--- src/rtl/iter_div_pkg.sv ---
// Shared EXU divider definitions: FSM states, nominal latency and op encoding.
package iter_div_pkg;

  localparam int unsigned DIV_WIDTH = 32;
  localparam int unsigned DIV_LAT   = DIV_WIDTH + 2;

  typedef enum logic [1:0] {
    IDLE = 2'd0,
    CALC = 2'd1,
    FIX  = 2'd2,
    DONE = 2'd3
  } div_state_e;

  // Op encoding shared with the decoder: DIV.W/DIV.WU/MOD.W/MOD.WU
  typedef struct packed {
    logic op_rem;
    logic op_signed;
  } div_op_t;

endpackage

--- src/rtl/iter_div_if.sv ---
// Request/response bundle between the EXU issue logic (master) and the divider (slave).
interface iter_div_if
  import iter_div_pkg::*;
#(
  parameter int unsigned WIDTH = DIV_WIDTH
);
  logic             in_valid;
  logic             in_ready;
  logic             op_signed;
  logic             op_rem;
  logic [WIDTH-1:0] dividend;
  logic [WIDTH-1:0] divisor;
  logic             out_valid;
  logic             out_ready;
  logic [WIDTH-1:0] result;
  logic             div_by_zero;

  modport master (
    output in_valid, op_signed, op_rem, dividend, divisor, out_ready,
    input  in_ready, out_valid, result, div_by_zero
  );

  modport slave (
    input  in_valid, op_signed, op_rem, dividend, divisor, out_ready,
    output in_ready, out_valid, result, div_by_zero
  );
endinterface

--- src/rtl/iter_div_lzc.sv ---
// Parameterised leading-zero counter; an all-zero input returns WIDTH.
module iter_div_lzc #(
  parameter int unsigned WIDTH = 32
) (
  input  logic [WIDTH-1:0]             val_i,
  output logic [$clog2(WIDTH+1)-1:0]   count_c_o
);
  localparam int unsigned CW = $clog2(WIDTH + 1);

  // Highest set bit wins because it is visited last
  always_comb begin
    count_c_o = CW'(WIDTH);
    for (int i = 0; i < int'(WIDTH); i++) begin
      if (val_i[i]) count_c_o = CW'(int'(WIDTH) - 1 - i);
    end
  end
endmodule

--- src/rtl/iter_div.sv ---
// Radix-2 non-restoring iterative divider for DIV/MOD (signed and unsigned).
// Optional DIV_SKIP_ZERO_EN skips the dividend's leading-zero steps.
module iter_div
  import iter_div_pkg::*;
#(
  parameter int unsigned WIDTH = DIV_WIDTH
) (
  input  logic       clk,
  input  logic       rst_n,
  input  logic       flush,
  iter_div_if.slave  bus
);
  localparam int unsigned CW = $clog2(WIDTH + 1);

  div_state_e       state_q;
  div_op_t          op_q;
  logic [CW-1:0]    cnt_q;
  logic [WIDTH:0]   rem_q;
  logic [WIDTH-1:0] quo_q;
  logic [WIDTH-1:0] dvs_q;
  logic             dvd_neg_q;
  logic             dvs_neg_q;
  logic [WIDTH-1:0] result_q;
  logic             out_valid_q;
  logic             in_ready_q;
  logic             dbz_q;

  logic             dvd_neg_c;
  logic             dvs_neg_c;
  logic [WIDTH-1:0] dvd_mag_c;
  logic [WIDTH-1:0] dvs_mag_c;
  logic [WIDTH:0]   rem_sh_c;
  logic [WIDTH:0]   rem_d;
  logic [WIDTH-1:0] rem_mag_c;
  logic [WIDTH-1:0] quo_res_c;
  logic [WIDTH-1:0] rem_res_c;

  // Operand magnitudes; unsigned ops pass the raw values through
  always_comb begin
    dvd_neg_c = bus.op_signed & bus.dividend[WIDTH-1];
    dvs_neg_c = bus.op_signed & bus.divisor[WIDTH-1];
    dvd_mag_c = dvd_neg_c ? -bus.dividend : bus.dividend;
    dvs_mag_c = dvs_neg_c ? -bus.divisor  : bus.divisor;
  end

  // One non-restoring step; the extra remainder bit keeps unsigned 0xFFFF_FFFF divisors exact
  always_comb begin
    rem_sh_c = {rem_q[WIDTH-1:0], quo_q[WIDTH-1]};
    rem_d    = rem_q[WIDTH] ? rem_sh_c + {1'b0, dvs_q} : rem_sh_c - {1'b0, dvs_q};
  end

  // Final correction and sign application; INT_MIN / -1 wraps naturally
  always_comb begin
    rem_mag_c = rem_q[WIDTH] ? rem_q[WIDTH-1:0] + dvs_q : rem_q[WIDTH-1:0];
    quo_res_c = (dvd_neg_q ^ dvs_neg_q) ? -quo_q : quo_q;
    rem_res_c = dvd_neg_q ? -rem_mag_c : rem_mag_c;
  end

`ifdef DIV_SKIP_ZERO_EN
  logic [CW-1:0] lz_c;

  iter_div_lzc #(.WIDTH(WIDTH)) u_lzc (
    .val_i     (dvd_mag_c),
    .count_c_o (lz_c)
  );
`endif

  always_ff @(posedge clk or negedge rst_n) begin
    if (!rst_n) begin
      state_q     <= IDLE;
      op_q        <= '0;
      cnt_q       <= '0;
      rem_q       <= '0;
      quo_q       <= '0;
      dvs_q       <= '0;
      dvd_neg_q   <= 1'b0;
      dvs_neg_q   <= 1'b0;
      result_q    <= '0;
      out_valid_q <= 1'b0;
      in_ready_q  <= 1'b1;
      dbz_q       <= 1'b0;
    end else if (flush) begin
      state_q     <= IDLE;
      out_valid_q <= 1'b0;
      in_ready_q  <= 1'b1;
      dbz_q       <= 1'b0;
    end else begin
      case (state_q)
        IDLE: begin
          if (bus.in_valid) begin
            op_q       <= '{op_rem: bus.op_rem, op_signed: bus.op_signed};
            dvd_neg_q  <= dvd_neg_c;
            dvs_neg_q  <= dvs_neg_c;
            dvs_q      <= dvs_mag_c;
            rem_q      <= '0;
            cnt_q      <= CW'(WIDTH - 1);
            in_ready_q <= 1'b0;
            dbz_q      <= 1'b0;
            if (bus.divisor == '0) begin
              quo_q       <= dvd_mag_c;
              result_q    <= bus.op_rem ? bus.dividend : '1;
              dbz_q       <= 1'b1;
              out_valid_q <= 1'b1;
              state_q     <= DONE;
            end else begin
`ifdef DIV_SKIP_ZERO_EN
              quo_q   <= dvd_mag_c << lz_c;
              cnt_q   <= CW'(WIDTH - 1) - lz_c;
              state_q <= (dvd_mag_c == '0) ? FIX : CALC;
`else
              quo_q   <= dvd_mag_c;
              state_q <= CALC;
`endif
            end
          end
        end
        CALC: begin
          rem_q <= rem_d;
          quo_q <= {quo_q[WIDTH-2:0], ~rem_d[WIDTH]};
          cnt_q <= cnt_q - CW'(1);
          if (cnt_q == '0) state_q <= FIX;
        end
        FIX: begin
          result_q    <= op_q.op_rem ? rem_res_c : quo_res_c;
          out_valid_q <= 1'b1;
          state_q     <= DONE;
        end
        DONE: begin
          if (bus.out_ready) begin
            out_valid_q <= 1'b0;
            in_ready_q  <= 1'b1;
            state_q     <= IDLE;
          end
        end
        default: state_q <= IDLE;
      endcase
    end
  end

  assign bus.in_ready    = in_ready_q;
  assign bus.out_valid   = out_valid_q;
  assign bus.result      = result_q;
  assign bus.div_by_zero = dbz_q;

endmodule

--- src/flat_wrapper.sv ---
// flat-port wrapper written by rule: the top's interface ports become plain ports
module iter_div_flat import iter_div_pkg::*;
#(
  parameter int unsigned WIDTH = DIV_WIDTH
)
  (clk, rst_n, flush, bus_in_valid, bus_op_signed, bus_op_rem, bus_dividend, bus_divisor, bus_out_ready, bus_in_ready, bus_out_valid, bus_result, bus_div_by_zero);
  iter_div_if #(.WIDTH(WIDTH)) bus_i ();
  input  logic clk;
  input  logic rst_n;
  input  logic flush;
  input wire logic [$bits(bus_i.in_valid)-1:0] bus_in_valid;
  input wire logic [$bits(bus_i.op_signed)-1:0] bus_op_signed;
  input wire logic [$bits(bus_i.op_rem)-1:0] bus_op_rem;
  input wire logic [$bits(bus_i.dividend)-1:0] bus_dividend;
  input wire logic [$bits(bus_i.divisor)-1:0] bus_divisor;
  input wire logic [$bits(bus_i.out_ready)-1:0] bus_out_ready;
  output wire logic [$bits(bus_i.in_ready)-1:0] bus_in_ready;
  output wire logic [$bits(bus_i.out_valid)-1:0] bus_out_valid;
  output wire logic [$bits(bus_i.result)-1:0] bus_result;
  output wire logic [$bits(bus_i.div_by_zero)-1:0] bus_div_by_zero;
  assign bus_i.in_valid = bus_in_valid;
  assign bus_i.op_signed = bus_op_signed;
  assign bus_i.op_rem = bus_op_rem;
  assign bus_i.dividend = bus_dividend;
  assign bus_i.divisor = bus_divisor;
  assign bus_i.out_ready = bus_out_ready;
  assign bus_in_ready = bus_i.in_ready;
  assign bus_out_valid = bus_i.out_valid;
  assign bus_result = bus_i.result;
  assign bus_div_by_zero = bus_i.div_by_zero;
  iter_div #(.WIDTH(WIDTH)) u_core (.clk(clk), .rst_n(rst_n), .flush(flush), .bus(bus_i));
endmodule
--- config.mk ---
export PLATFORM = sky130hd
export DESIGN_NAME = iter_div_flat
export DESIGN_NICKNAME = d
export VERILOG_FILES = /design/src/rtl/iter_div_pkg.sv /design/src/rtl/iter_div_if.sv /design/src/rtl/iter_div_lzc.sv /design/src/rtl/iter_div.sv /design/src/flat_wrapper.sv
export SDC_FILE = /design/constraint.sdc
export NUM_CORES = 1
export LEC_CHECK = 0
export CAP_MARGIN = 5
export CORE_MARGIN = 1.5
export CORE_UTILIZATION = 30
export DETAILED_ROUTE_END_ITERATION = 6
export HOLD_SLACK_MARGIN = 0.08
export SLEW_MARGIN = 20
export SYNTH_ARGS = -nofsm -noshare
export SYNTH_HDL_FRONTEND = slang
export SYNTH_SLANG_ARGS = --single-unit
--- constraint.sdc ---
create_clock -name clk -period 4.52 [get_ports clk]
set_input_delay 0.904 -clock clk [delete_from_list [all_inputs] [get_ports clk]]
set_output_delay 0.904 -clock clk [all_outputs]
set_load 0.005 [all_outputs]
---- Yosys cells after proc, flatten, opt, wreduce, memory -nomap -nowiden ----
Index checks and enable logic that the tools add are counted.
storage, ports and cells
  input bits .............................. 71
  bits in registers ....................... 143
  logic and storage cells ................. 86
operators by class
  reductions and logical operators ........ 16
  multiplexer cells ....................... 36
  equal/unequal tests ..................... 9
  bitwise logic cells ..................... 5
  $add $sub $neg .......................... 8
operators with widths
  kind                 number
  $mux 32              10
  $neg 32->32          4
  $pmux 32 s2          2
  $mux 33              2
  $pmux 33 s2          1
  $add 33x32->33       1
  $sub 33x32->33       1
  $add 32x32->32       1
  $logic_not 32->1     1
  $pmux 6 s2           1
  $reduce_and 3->1     4
  $mux 1               11
  $mux 2               5
  $pmux 2 s4           1
  $reduce_and 4->1     2
  $reduce_bool 2->1    4
  $logic_not 6->1      1
  $mux 6               1
  $ne 3x2->1 const B   2
  $ne 3x3->1 const B   2
  $sub 6x1->6 const B  1
  $eq 2x2->1 const B   2
  $reduce_bool 4->1    1
  $pmux 1 s3           1
  10 further kinds     12

---- Longest topological paths before layout ----
Gate-level depths: netlist of run 1.
  depth in word-level cells ............... 6
  mapped depth ............................ 22
  mapped depth without buffers ............ 20

---- Worst setup path before layout of run 1 ----
OpenSTA, ideal clock, no wires.
  path kind ............................... register to register
  start ................................... register u_core.rem_q[32]
  end ..................................... register u_core.rem_q[32]
  library setup time ...................... 121 ps
  data required time ...................... 4399 ps
  arrival time ............................ 4539 ps
  slack ................................... -140 ps
  cell stages (with the launch flop) ...... 23
  cells stage by stage .................... dfrtp_1 > bufbuf_16 > clkbuf_8 > clkbuf_8 > clkbuf_8 > clkbuf_1 > clkbuf_1 > clkbuf_1 > clkbuf_1 > nor2_1 > xor2_1 > ha_1 > nor2b_1 > o21ai_0 > a21oi_1 > o31ai_1 > o21ai_0 > a21oi_1 > o211ai_1 > a31oi_1 > o21bai_1 > xnor2_1 > a22o_1
on the way
  cells in the longest elaborated chain, start to end .. 2
ends and longest elaborated chain
  what                    line             source
  start, declared         iter_div.sv:18   logic [WIDTH:0] rem_q;
  start signal, assigned  iter_div.sv:118  rem_q <= rem_d;
  $mux 33                 iter_div.sv:49   rem_d = rem_q[WIDTH] ? rem_sh_c + {1'b0, dvs_q} : rem_sh_c - {1'b0, dvs_q};
  $pmux 33 s2             iter_div.sv:88   case (state_q)
No other way between the ends.
A chain may end at the register's enable or synchronous reset.

---- Worst setup path after layout of run 1 ----
  start ................................... register u_core.dvs_q[9]
  end ..................................... register u_core.rem_q[32]
on the way
  cells in the longest elaborated chain, start to end .. 3
  elaborated cells on any way between the ends .. 4
  those cells by class .................... add/sub (2); mux (2)
ends and longest elaborated chain
  what                                              line            source
  start, declared                                   iter_div.sv:20  logic [WIDTH-1:0] dvs_q;
  start signal, assigned                            iter_div.sv:94  dvs_q <= dvs_mag_c;
  $sub 33x32->33 or $add 33x32->33 (tied branches)  iter_div.sv:49
  $mux 33 (*)                                       iter_div.sv:49
  $pmux 33 s2 (*)                                   iter_div.sv:88
Mark *: on every way between the ends. The rest lies on a longest branch, timed or not.

==> results of run 1 <==
## logic make-up after synthesis
group	Yosys count	share of synthesized area
AOI/OAI and AO/OA	607	0.285
buffers and inverters	139	0.0487
DFF	143	0.266
adders and majority gates	76	0.0717
muxes	12	0.00919
xor gates and xnor gates	185	0.120
and+or+nand+nor	568	0.200
## report_power, final
part | switching, mW | internal [mW]
clock network | 0.617 | 0.930
registers | 0.875 | 1.87
logic | 5.61 | 3.99
total | 7.10 | 6.79
## sequential cells by signal (all words and copies together) (netlist names)
register and cells:
u_core.dvd_neg_q 1, u_core.dvs_q 32, u_core.bus.result 32, u_core.bus.out_valid 1, u_core.op_q 1, u_core.rem_q 33, u_core.state_q 2, u_core.bus.in_ready 1
u_core.bus.div_by_zero 1, u_core.dvs_neg_q 1, u_core.quo_q 32, u_core.cnt_q 6
## cell usage after synthesis, types with 14 or more instances
| master | instances |
|---|---|
| nand2_1 | 202 |
| xnor2_1 | 95 |
| clkbuf_1 | 66 |
| o31ai_1 | 18 |
| nor2_1 | 141 |
| a31oi_1 | 15 |
| inv_1 | 54 |
| a21oi_1 | 148 |
| xor2_1 | 90 |
| or3_1 | 18 |
| and3_1 | 17 |
| a21o_1 | 37 |
| nand3_1 | 27 |
| dfrtp_1 | 142 |
| o22ai_1 | 34 |
| nor4_1 | 15 |
| a22oi_1 | 14 |
| ha_1 | 74 |
| o21ai_0 | 190 |
| nor3_1 | 47 |
| o21a_1 | 15 |
| o211ai_1 | 18 |
| nand4_1 | 19 |
| a211oi_1 | 17 |
## metal layers
metal | GRT usage | up-vias | share of wire
met5 | 0 | - | 0
met2 | 0.296 | 378 | 0.45
met4 | 0.0519 | 0 | 0.017
li1 | - | 6501 | -
met3 | 0.0300 | 48 | 0.054
met1 | 0.260 | 6429 | 0.48
## what timing repair did
action                                  CTS  global route
endpoints found under the setup margin    0            15
setup buffers                             0             3
gates resized for setup                   0            14
## stage by stage
step	TNS [ns]	total power [mW]	cells
6_report	0	13.9	2421
5_1_grt	-0.0276	15.1	2421
4_1_cts	0	13.7	2418
3_3_place_gp	0	11.9	2386
2_1_floorplan	0	9.45	1730
3_5_place_dp	0	12.0	2386
## worst paths after layout
check                                            from                     to  slack [ns]
worst max-delay path                  u_core.dvs_q[9]       u_core.rem_q[32]        0.22
worst min-delay path                            rst_n        u_core.rem_q[1]        0.47
worst max register to register        u_core.dvs_q[9]       u_core.rem_q[32]        0.22
worst min register to register  u_core.bus.result[18]  u_core.bus.result[18]        0.48
max in group asynchronous                       rst_n        u_core.cnt_q[0]        2.94
min in group clk                u_core.bus.result[18]  u_core.bus.result[18]        0.48
## layout make-up
| class | instances | area, um^2 | area share |
|---|---|---|---|
| Multi-Input combinational cell | 1448 | 9310 | 0.586 |
| Sequential cell | 143 | 3580 | 0.225 |
| Timing Repair Buffer | 151 | 1410 | 0.0888 |
| Tap cell | 592 | 741 | 0.0466 |
| Clock buffer | 17 | 425 | 0.0268 |
| Clock inverter | 15 | 209 | 0.0132 |
| Inverter | 55 | 206 | 0.0130 |
==> results.md, run 1 <==
* Crit path max-delay family: compound AO/OA/AOI/OAI gates
* Clock Skew at between 0.009 and 0.01 ns
* Max Cap Viol at 0
* Crit path max fanout at 6
* Period utilisation layout at 0.950
* Worst path arrival time at around 4.6 ns
* DRC Markers at 0
* Final Hold Slack at between 0.4 and 0.5 ns
* Leak pwr at between 6 and 7 nW
* Depth of the CTS H-tree at 4
* Die Area at approximately 46000 um^2
* Number of flops mapped to enable cells by yosys at 0
* Post-Syn Instances at 1730
* Critical Path RT at between 4 and 5 ns
* FF+latch count, synth at roughly 140
* Largest net degree at the start of global routing at about 70
* Routed WL at 43100 um
* Final Critical Period at between 4 and 5 ns
* Worst path depth at 18
* Synth area leaders: dfrtp_1, o21ai_0, ha_1
* Grt ovf at 0
* Hold WC Path Type: in2async
* Clk sink count at 143
* Drt pass-1 iters at 5
* Slew HR at 0.426
* Slowest Stage Delay on Critical Path at approximately 0.56 ns
* First-pass GRT wire length at 69500 um
* Top Ports at 106
* FFs w/ async S/R, synth at 1.00
* Clk root buf: clkbuf_16
* Gr usage total at 0.187
* Fin area at 15900 um^2
* Area grow syn2layout at 17.9%
* Mean Syn Cell Area at 7.79 um^2
* Slowest CP cell: or4_4
* Layout net count at between 1.5k and 2k
* Maximum vdd drop at roughly 0.26 mV
* Die height at 215 um
* Placed Area at approximately 15000 um^2
* Most frequent cells in the layout: nand2_1, o21ai_0, a21oi_1
* Clk buf depth at 2
* Port bufs at 105
* Status: complete, no violations
* Vias in the first global route at approximately 13k
* Worst-path clk slew at around 0.07 ns
* Max Fclk at about 230 MHz
* Syn nets at around 1.9k
* CTS buffer count at 17
* Library cells used by synthesis at 94
* Initial antenna violation count at 1
* Final Wtd Congestion at about 0.90
* Power per cell area at between 800 and 900 nW/um^2
* Setup violations, final at 0
* Syn Std Cell Area at 13500 um^2
* Most numerous cell on the critical path: a21o_1
* Synth area leader: dfrtp_1
* Buf/Inv on CP at 1
* Initial core utilization at 0.304
* R2R depth at 18
* Drt initial violations at 907
* CTS tree: yes
* Worst slew pin tran at approximately 0.86 ns
* Chip Width at around 210 um
* Routed Antenna Nets at 0
* Wire per inst at ~18 um
* Core ar. at between 40000 and 50000 um^2
* Sequential share of the synthesized area at 0.266
* Crit-path cells: or4_4, nor4_2, buf_4, and2_1, nor2_1, xnor2_1, ha_2, a21o_1, a21o_1, a21oi_1, o21ai_0, a221o_1, a21oi_2, o211ai_1, a31oi_1, o21bai_1, xnor2_2, a22o_1
* # diodes at 0
* RSZ-0062 raised after global routing: yes
* Setup crit end kind: register
* Yosys top cell area share at 0.264
* Std cell rows at 77
* Synth Flop Type: dfrtp_1
* Dpl hpwl at roughly 33000 um
* Commonest non-fill, non-tap cell in the layout: nand2_1
* Final worst setup slack at around 0.22 ns
* Filler cell count in the final layout at approximately 4.7k
* Core Util, Final at 0.358
* Final Hold Fails at 0
* YS warnings at 0
* Hold Buf Count CTS at 0
* Dpl ws at between 0.02 and 0.03 ns
* Pins over their slew limit at 0
* Worst-skew pair later-pin latency at approximately 0.45 ns
* Type of the worst setup path: reg2reg
* Layout cells sized above 1 at 0.0760
* Worst Setup Start Kind: register
* Total number of vias at 13.4k
* DR vias/cell at around 5.5
No activity file was read; power rests on OpenSTA's default activity.
==> run 2: changes to the inputs <==
--- a/config.mk
+++ b/config.mk
@@ -8,6 +8,7 @@
 export CAP_MARGIN = 5
 export CORE_MARGIN = 1.5
 export CORE_UTILIZATION = 30
+export CTS_CLUSTER_DIAMETER = 120
 export DETAILED_ROUTE_END_ITERATION = 6
 export HOLD_SLACK_MARGIN = 0.08
 export SLEW_MARGIN = 20
==> results of run 2 <==
The final DEF is identical to that of run 1; final timing and power are the same.
